[config.mk]
export PLATFORM = sky130hd
export DESIGN_NAME = lsu_byte_sequencer_flat
export DESIGN_NICKNAME = d
export VERILOG_FILES = /design/src/rtl/lsu_byte_sequencer_if.sv /design/src/rtl/lsu_byte_sequencer.sv /design/src/flat_wrapper.sv
export SDC_FILE = /design/constraint.sdc
export NUM_CORES = 1
export LEC_CHECK = 0
export CAP_MARGIN = 30
export CELL_PAD_IN_SITES_DETAIL_PLACEMENT = 0
export CELL_PAD_IN_SITES_GLOBAL_PLACEMENT = 1
export CORE_ASPECT_RATIO = 0.8
export CORE_MARGIN = 8
export CORE_UTILIZATION = 41
export DETAILED_ROUTE_END_ITERATION = 12
export PLACE_DENSITY_LB_ADDON = 0.25
export SLEW_MARGIN = 20
export SYNTH_ARGS = -nofsm -noshare
export SYNTH_HDL_FRONTEND = slang
export SYNTH_SLANG_ARGS = --single-unit
export TNS_END_PERCENT = 1
[constraint.sdc]
create_clock -name clock -period 7.7 [get_ports clock]
set_input_delay 1.925 -clock clock [delete_from_list [all_inputs] [get_ports clock]]
set_output_delay 1.925 -clock clock [all_outputs]
set_load 0.01 [all_outputs]
[src/rtl/lsu_byte_sequencer_if.sv]
// Purpose : bundles the request, response and byte-memory signals of lsu_byte_sequencer.
// Ports   : req_* / resp_* toward the execute stage, mem_* toward the byte-wide data memory.
// Modports: slave = sequencer; master = execute stage plus memory (drives req_* and mem_rdata).
interface lsu_byte_sequencer_if #(
   parameter int ADDR_W = 32
);
   logic              req_valid;
   logic              req_ready;
   logic              req_write;
   logic [1:0]        req_size;
   logic              req_unsigned;
   logic [ADDR_W-1:0] req_addr;
   logic [31:0]       req_wdata;
   logic              resp_valid;
   logic              resp_err;
   logic [31:0]       resp_rdata;
   logic [ADDR_W-1:0] mem_addr;
   logic [7:0]        mem_wdata;
   logic              mem_write;
   logic              mem_read;
   logic [7:0]        mem_rdata;

   modport slave (
      input  req_valid, req_write, req_size, req_unsigned, req_addr, req_wdata, mem_rdata,
      output req_ready, resp_valid, resp_err, resp_rdata,
      output mem_addr, mem_wdata, mem_write, mem_read
   );

   modport master (
      output req_valid, req_write, req_size, req_unsigned, req_addr, req_wdata, mem_rdata,
      input  req_ready, resp_valid, resp_err, resp_rdata,
      input  mem_addr, mem_wdata, mem_write, mem_read
   );
endinterface

[src/rtl/lsu_byte_sequencer.sv]
// Purpose : serialises one byte/half/word load or store into single-byte big-endian memory
//           accesses (MSB at lowest address) and returns sign/zero-extended load data.
// Ports   : clock, reset (async, active-high), bus (lsu_byte_sequencer_if.slave).
// Latency : accept edge, then N access cycles, then a one-cycle response; errors respond in cycle 1.
// Backpressure: req_ready is high only in IDLE, so no request is queued.
// Option  : define LSU_MISALIGN_TRAP_EN to reject misaligned half/word requests as errors.
module lsu_byte_sequencer #(
   parameter int ADDR_W = 32
) (
   input  logic                  clock,
   input  logic                  reset,
   lsu_byte_sequencer_if.slave   bus
);

   localparam logic [1:0] ST_IDLE   = 2'd0;
   localparam logic [1:0] ST_ACCESS = 2'd1;
   localparam logic [1:0] ST_DONE   = 2'd2;

   logic [1:0]        state_q,  state_d;
   logic              write_q,  write_d;
   logic [1:0]        size_q,   size_d;
   logic              uns_q,    uns_d;
   logic [ADDR_W-1:0] addr_q,   addr_d;
   logic [31:0]       wdata_q,  wdata_d;
   logic [1:0]        idx_q,    idx_d;
   logic [31:0]       asm_q,    asm_d;
   logic              err_q,    err_d;
   logic [31:0]       rdata_q,  rdata_d;

   logic       in_access;
   logic [1:0] last_idx;
   logic [1:0] byte_sel;
   logic       req_legal;

   // Index of the final byte: byte 0, half 1, word 3.
   always_comb begin
      case (size_q)
         2'b00:   last_idx = 2'd0;
         2'b01:   last_idx = 2'd1;
         default: last_idx = 2'd3;
      endcase
   end

   always_comb begin
`ifdef LSU_MISALIGN_TRAP_EN
      case (bus.req_size)
         2'b00:   req_legal = 1'b1;
         2'b01:   req_legal = ~bus.req_addr[0];
         2'b10:   req_legal = (bus.req_addr[1:0] == 2'b00);
         default: req_legal = 1'b0;
      endcase
`else
      req_legal = (bus.req_size != 2'b11);
`endif
   end

   function automatic logic [31:0] extend(input logic [31:0] a, input logic [1:0] sz,
                                          input logic uns);
      logic [31:0] r;
      case (sz)
         2'b00:   r = uns ? {24'h0, a[7:0]}  : {{24{a[7]}},  a[7:0]};
         2'b01:   r = uns ? {16'h0, a[15:0]} : {{16{a[15]}}, a[15:0]};
         default: r = a;
      endcase
      return r;
   endfunction

   always_comb begin
      state_d = state_q;
      write_d = write_q;
      size_d  = size_q;
      uns_d   = uns_q;
      addr_d  = addr_q;
      wdata_d = wdata_q;
      idx_d   = idx_q;
      asm_d   = asm_q;
      err_d   = err_q;
      rdata_d = rdata_q;
      case (state_q)
         ST_IDLE: begin
            if (bus.req_valid) begin
               write_d = bus.req_write;
               size_d  = bus.req_size;
               uns_d   = bus.req_unsigned;
               addr_d  = bus.req_addr;
               wdata_d = bus.req_wdata;
               idx_d   = 2'd0;
               asm_d   = 32'h0;
               if (req_legal) begin
                  err_d   = 1'b0;
                  state_d = ST_ACCESS;
               end else begin
                  err_d   = 1'b1;
                  rdata_d = 32'h0;
                  state_d = ST_DONE;
               end
            end
         end
         ST_ACCESS: begin
            // Big-endian: earlier bytes shift up as later ones arrive.
            if (!write_q) begin
               asm_d = {asm_q[23:0], bus.mem_rdata};
            end
            if (idx_q == last_idx) begin
               rdata_d = write_q ? 32'h0 : extend(asm_d, size_q, uns_q);
               state_d = ST_DONE;
            end else begin
               idx_d = idx_q + 2'd1;
            end
         end
         ST_DONE: begin
            state_d = ST_IDLE;
         end
         default: begin
            state_d = ST_IDLE;
         end
      endcase
   end

   always_ff @(posedge clock or posedge reset) begin
      if (reset) begin
         state_q <= ST_IDLE;
         write_q <= 1'b0;
         size_q  <= 2'b00;
         uns_q   <= 1'b0;
         addr_q  <= '0;
         wdata_q <= 32'h0;
         idx_q   <= 2'd0;
         asm_q   <= 32'h0;
         err_q   <= 1'b0;
         rdata_q <= 32'h0;
      end else begin
         state_q <= state_d;
         write_q <= write_d;
         size_q  <= size_d;
         uns_q   <= uns_d;
         addr_q  <= addr_d;
         wdata_q <= wdata_d;
         idx_q   <= idx_d;
         asm_q   <= asm_d;
         err_q   <= err_d;
         rdata_q <= rdata_d;
      end
   end

   assign in_access = (state_q == ST_ACCESS);
   // Store data is right-justified, so the first byte sent is the highest used lane.
   assign byte_sel  = last_idx - idx_q;

   assign bus.req_ready  = (state_q == ST_IDLE);
   assign bus.resp_valid = (state_q == ST_DONE);
   assign bus.resp_err   = (state_q == ST_DONE) && err_q;
   assign bus.resp_rdata = rdata_q;
   assign bus.mem_read   = in_access && !write_q;
   assign bus.mem_write  = in_access && write_q;
   assign bus.mem_addr   = in_access ? (addr_q + ADDR_W'(idx_q)) : '0;
   assign bus.mem_wdata  = in_access ? wdata_q[{byte_sel, 3'b000} +: 8] : 8'h00;

endmodule

[src/flat_wrapper.sv]
// flat-port wrapper written by rule: the top's interface ports become plain ports
module lsu_byte_sequencer_flat 
#(
   parameter int ADDR_W = 32
)
  (clock, reset, bus_req_valid, bus_req_write, bus_req_size, bus_req_unsigned, bus_req_addr, bus_req_wdata, bus_mem_rdata, bus_req_ready, bus_resp_valid, bus_resp_err, bus_resp_rdata, bus_mem_addr, bus_mem_wdata, bus_mem_write, bus_mem_read);
  lsu_byte_sequencer_if #(.ADDR_W(ADDR_W)) bus_i ();
  input  logic clock;
  input  logic reset;
  input wire logic [$bits(bus_i.req_valid)-1:0] bus_req_valid;
  input wire logic [$bits(bus_i.req_write)-1:0] bus_req_write;
  input wire logic [$bits(bus_i.req_size)-1:0] bus_req_size;
  input wire logic [$bits(bus_i.req_unsigned)-1:0] bus_req_unsigned;
  input wire logic [$bits(bus_i.req_addr)-1:0] bus_req_addr;
  input wire logic [$bits(bus_i.req_wdata)-1:0] bus_req_wdata;
  input wire logic [$bits(bus_i.mem_rdata)-1:0] bus_mem_rdata;
  output wire logic [$bits(bus_i.req_ready)-1:0] bus_req_ready;
  output wire logic [$bits(bus_i.resp_valid)-1:0] bus_resp_valid;
  output wire logic [$bits(bus_i.resp_err)-1:0] bus_resp_err;
  output wire logic [$bits(bus_i.resp_rdata)-1:0] bus_resp_rdata;
  output wire logic [$bits(bus_i.mem_addr)-1:0] bus_mem_addr;
  output wire logic [$bits(bus_i.mem_wdata)-1:0] bus_mem_wdata;
  output wire logic [$bits(bus_i.mem_write)-1:0] bus_mem_write;
  output wire logic [$bits(bus_i.mem_read)-1:0] bus_mem_read;
  assign bus_i.req_valid = bus_req_valid;
  assign bus_i.req_write = bus_req_write;
  assign bus_i.req_size = bus_req_size;
  assign bus_i.req_unsigned = bus_req_unsigned;
  assign bus_i.req_addr = bus_req_addr;
  assign bus_i.req_wdata = bus_req_wdata;
  assign bus_i.mem_rdata = bus_mem_rdata;
  assign bus_req_ready = bus_i.req_ready;
  assign bus_resp_valid = bus_i.resp_valid;
  assign bus_resp_err = bus_i.resp_err;
  assign bus_resp_rdata = bus_i.resp_rdata;
  assign bus_mem_addr = bus_i.mem_addr;
  assign bus_mem_wdata = bus_i.mem_wdata;
  assign bus_mem_write = bus_i.mem_write;
  assign bus_mem_read = bus_i.mem_read;
  lsu_byte_sequencer #(.ADDR_W(ADDR_W)) u_core (.clock(clock), .reset(reset), .bus(bus_i));
endmodule
==> impl_metrics.tcl <==
set metrics [dict create \
    status "finished clean" \
    nets 946 \
    top_layer_used "met5" \
    stdcell_area_um2 9030 \
    place_congestion 0.878 \
    reg2reg_depth 6 \
    layout-drive-gt1-share_pct 6.51 \
    max_slew_margin_pct 40.5 \
    fp.dieW_um 159 \
    worst-setup-path-type "reg -> out" \
    setup_viol 0 \
    syn_inst 728 \
    area_delta_synth_final_pct 35.6 \
    post_cts_resized 0 \
    grt_pass1_wl_um 30400 \
    routed_wl_um 19000 \
    dp_hpwl_um 13400 \
    drt_iter0_drc 433 \
    path_cells "nor2_1 -> ha_1 -> xor2_2 -> buf_6 -> mux2i_1 -> o22ai_1 -> clkdlybuf4s50_1" \
    final_common_cell "nand2_1" \
    io_buffer_count 155 \
    hold_path_class "reg -> reg" \
    rrSetupSlack_ns 5.03 \
    synth_area_leaders "dfrtp_1, nand2_1, mux2i_1" \
    drv_slew 0 \
    dieArea_um2 20600 \
    wire_per_inst_um 17.4 \
    clk_pin_slew_ns 0.06 \
    drc_errors 0 \
    post-route-util_pct 57.0 \
    post-route-min-period_ns 5.57 \
    ys_ff_latch 137 \
    syn_nets 811 \
    start_util_pct 42.0 \
    grt_overflow 0 \
    first_global_vias 5836 \
    synthDistinctLibCells 46 \
    r2r_end "u_core.bus.resp_rdata[4]" \
    ys_async_sr_fraction_pct 100 \
    finalCritPeriodShare_pct 72.4 \
    htreeDepth 4 \
    fillers 1373 \
    firstDrtPassIters 6 \
    vias 5770 \
    synth_top_cell_by_area "dfrtp_1" \
    power.total_mw 3.85 \
    layout.area.seq_um2 3430 \
    skew_ns 0.00809 \
    cts_buffer_depth 2 \
    pwr_density_cell_nw_per_um2 426 \
    viasPerCell 5.29 \
    syn_avg_cell_area_um2 9.15 \
    min_to "u_core.wdata_q[1]" \
    ys.flop_type "dfrtp_1" \
    cap_violations 0 \
    rsz0062_at_grt "no" \
    cts-root-buf "clkbuf_16" \
    dp_cells 1059 \
    leakagePower_nw 4.14 \
    met3_length_um 1320 \
    netlist_area_um2 6660 \
    antenna_left 0 \
    diodes 0 \
    cp_slowest_cell "dfrtp_1" \
    placed_cell_area_um2 8390 \
    cts.sinks 137 \
    multiInputGateArea_um2 3020 \
    tightest_slew_ns 0.891 \
    min_from "u_core.wdata_q[1]" \
    start_kind "flop" \
    required_ns 5.78 \
    fp.coreArea_um2 15900 \
    ys_seq_area_share_pct 51.5 \
    route.met2.wl_um 8650 \
    final_cells 1090 \
    cts_hold_buf 0 \
    hold_violations 0 \
    numCtsBuffers 17 \
    die_h_um 130 \
    clkLatencyLatePin_ns 0.42 \
    netlist.area_leader.share_pct 51.5 \
    grt_usage_pct 18.7 \
    cpPeakStageDelay_ns 0.62 \
    peakVddDrop_mv 0.262 \
    grt_start_max_net_pins 85 \
    worstSetupEndpointType "output pin" \
    ys_warn_count 0 \
    fmax_mhz 179 \
    cts_setup_buffers 0 \
    r2r-start "u_core.size_q[1]" \
    grt_antenna_before_repair 2 \
    drt-met1-wl_um 8770 \
    whs_path_depth 2 \
    final.setup.tns_ns 0 \
    pin_count 156 \
    synth_enable_flop_cells 0 \
    path_max_fanout 20 \
    rows 41 \
    final_cell_mix "nand2_1, clkdlybuf4s50_1, dfrtp_1" \
    arrival_ns 3.65 \
    cts_tree "done" \
]
cell type report:
class,count,area share [%]
Clock buffer,19,5.01
Clock inverter,12,2.09
Inverter,7,0.346
Multi-Input combinational cell,536,33.4
Sequential cell,137,37.9
Tap cell,215,2.98
Timing Repair Buffer,164,18.2
report_power, final:
part | switching, mW | internal (mW)
Sequential | 0.271 | 1.01
Clock | 0.318 | 0.563
Combinational | 0.905 | 0.777
Total | 1.49 | 2.35
through the flow:
stage	hold WS, ns	setup slack (ns)
after detailed placement	0.463	2.64
final	0.475	2.13
after global routing	0.488	1.97
after floorplan	0.442	2.11
after CTS	0.478	2.15
after global placement	0.459	2.47
state kept, by name, summed over array words and instances (netlist names), 2 cells and up:
register	flops
u_core.addr_q	32
u_core.asm_q	32
u_core.bus.resp_rdata	32
u_core.idx_q	2
u_core.size_q	2
u_core.state_q	2
u_core.wdata_q	32
per-layer routing:
metal	global-route usage, %	vias up
met4	5.64	4
li1	-	2767
met1	25.3	2784
met2	28.6	195
met5	0	-
met3	5.16	20
kinds of logic after synthesis:
logic type / after synthesis / synth area share (%)
muxes: 51 / 7.81
and+or+nand+nor: 347 / 22.8
buffers and inverters: 55 / 3.27
xor gates and xnor gates: 12 / 1.80
DFF: 137 / 51.5
AOI/OAI and AO/OA: 122 / 12.0
adders and majority gates: 4 / 0.864
critical path, delay by kind of cell, from the launching register on:
family	cells	cell delay, ns
buffers and inverters	2	0.85
adders and majority gates	1	0.32
DFF	1	0.62
and+or+nand+nor	1	0.56
muxes	1	0.09
AOI/OAI and AO/OA	1	0.26
xor gates and xnor gates	1	0.54
worst max-delay path by stage:
stage | start | endpoint | slack [ns] | cells after the start
after floorplan | reset | u_core.addr_q[0] | 2.11 | 1
after global placement | u_core.size_q[1] | bus_mem_wdata[7] | 2.47 | 6
after detailed placement | u_core.size_q[1] | bus_mem_wdata[6] | 2.64 | 7
after CTS | u_core.size_q[1] | bus_mem_wdata[6] | 2.15 | 7
after global routing | u_core.size_q[1] | bus_mem_wdata[6] | 1.97 | 7
final | u_core.size_q[1] | bus_mem_wdata[6] | 2.13 | 7
synth_stat cells (2+ instances only):
library cell / count
buf_2: 3
o22ai_1: 8
o21ai_0: 41
buf_4: 2
buf_1: 9
o31ai_1: 13
inv_1: 7
nor2_1: 16
nand3_1: 12
and3_1: 2
a21o_1: 8
mux2i_1: 43
dfrtp_1: 137
or3_1: 3
and4_1: 6
or4_1: 14
nand2b_1: 2
nor2b_1: 3
xnor2_1: 5
mux2_2: 8
a21oi_1: 18
clkbuf_1: 34
xor2_1: 5
nor3_1: 3
nand4_1: 9
ha_1: 3
nand2_1: 256
and2_1: 15
a22o_1: 26
No activity file was read; power rests on OpenSTA's default activity.
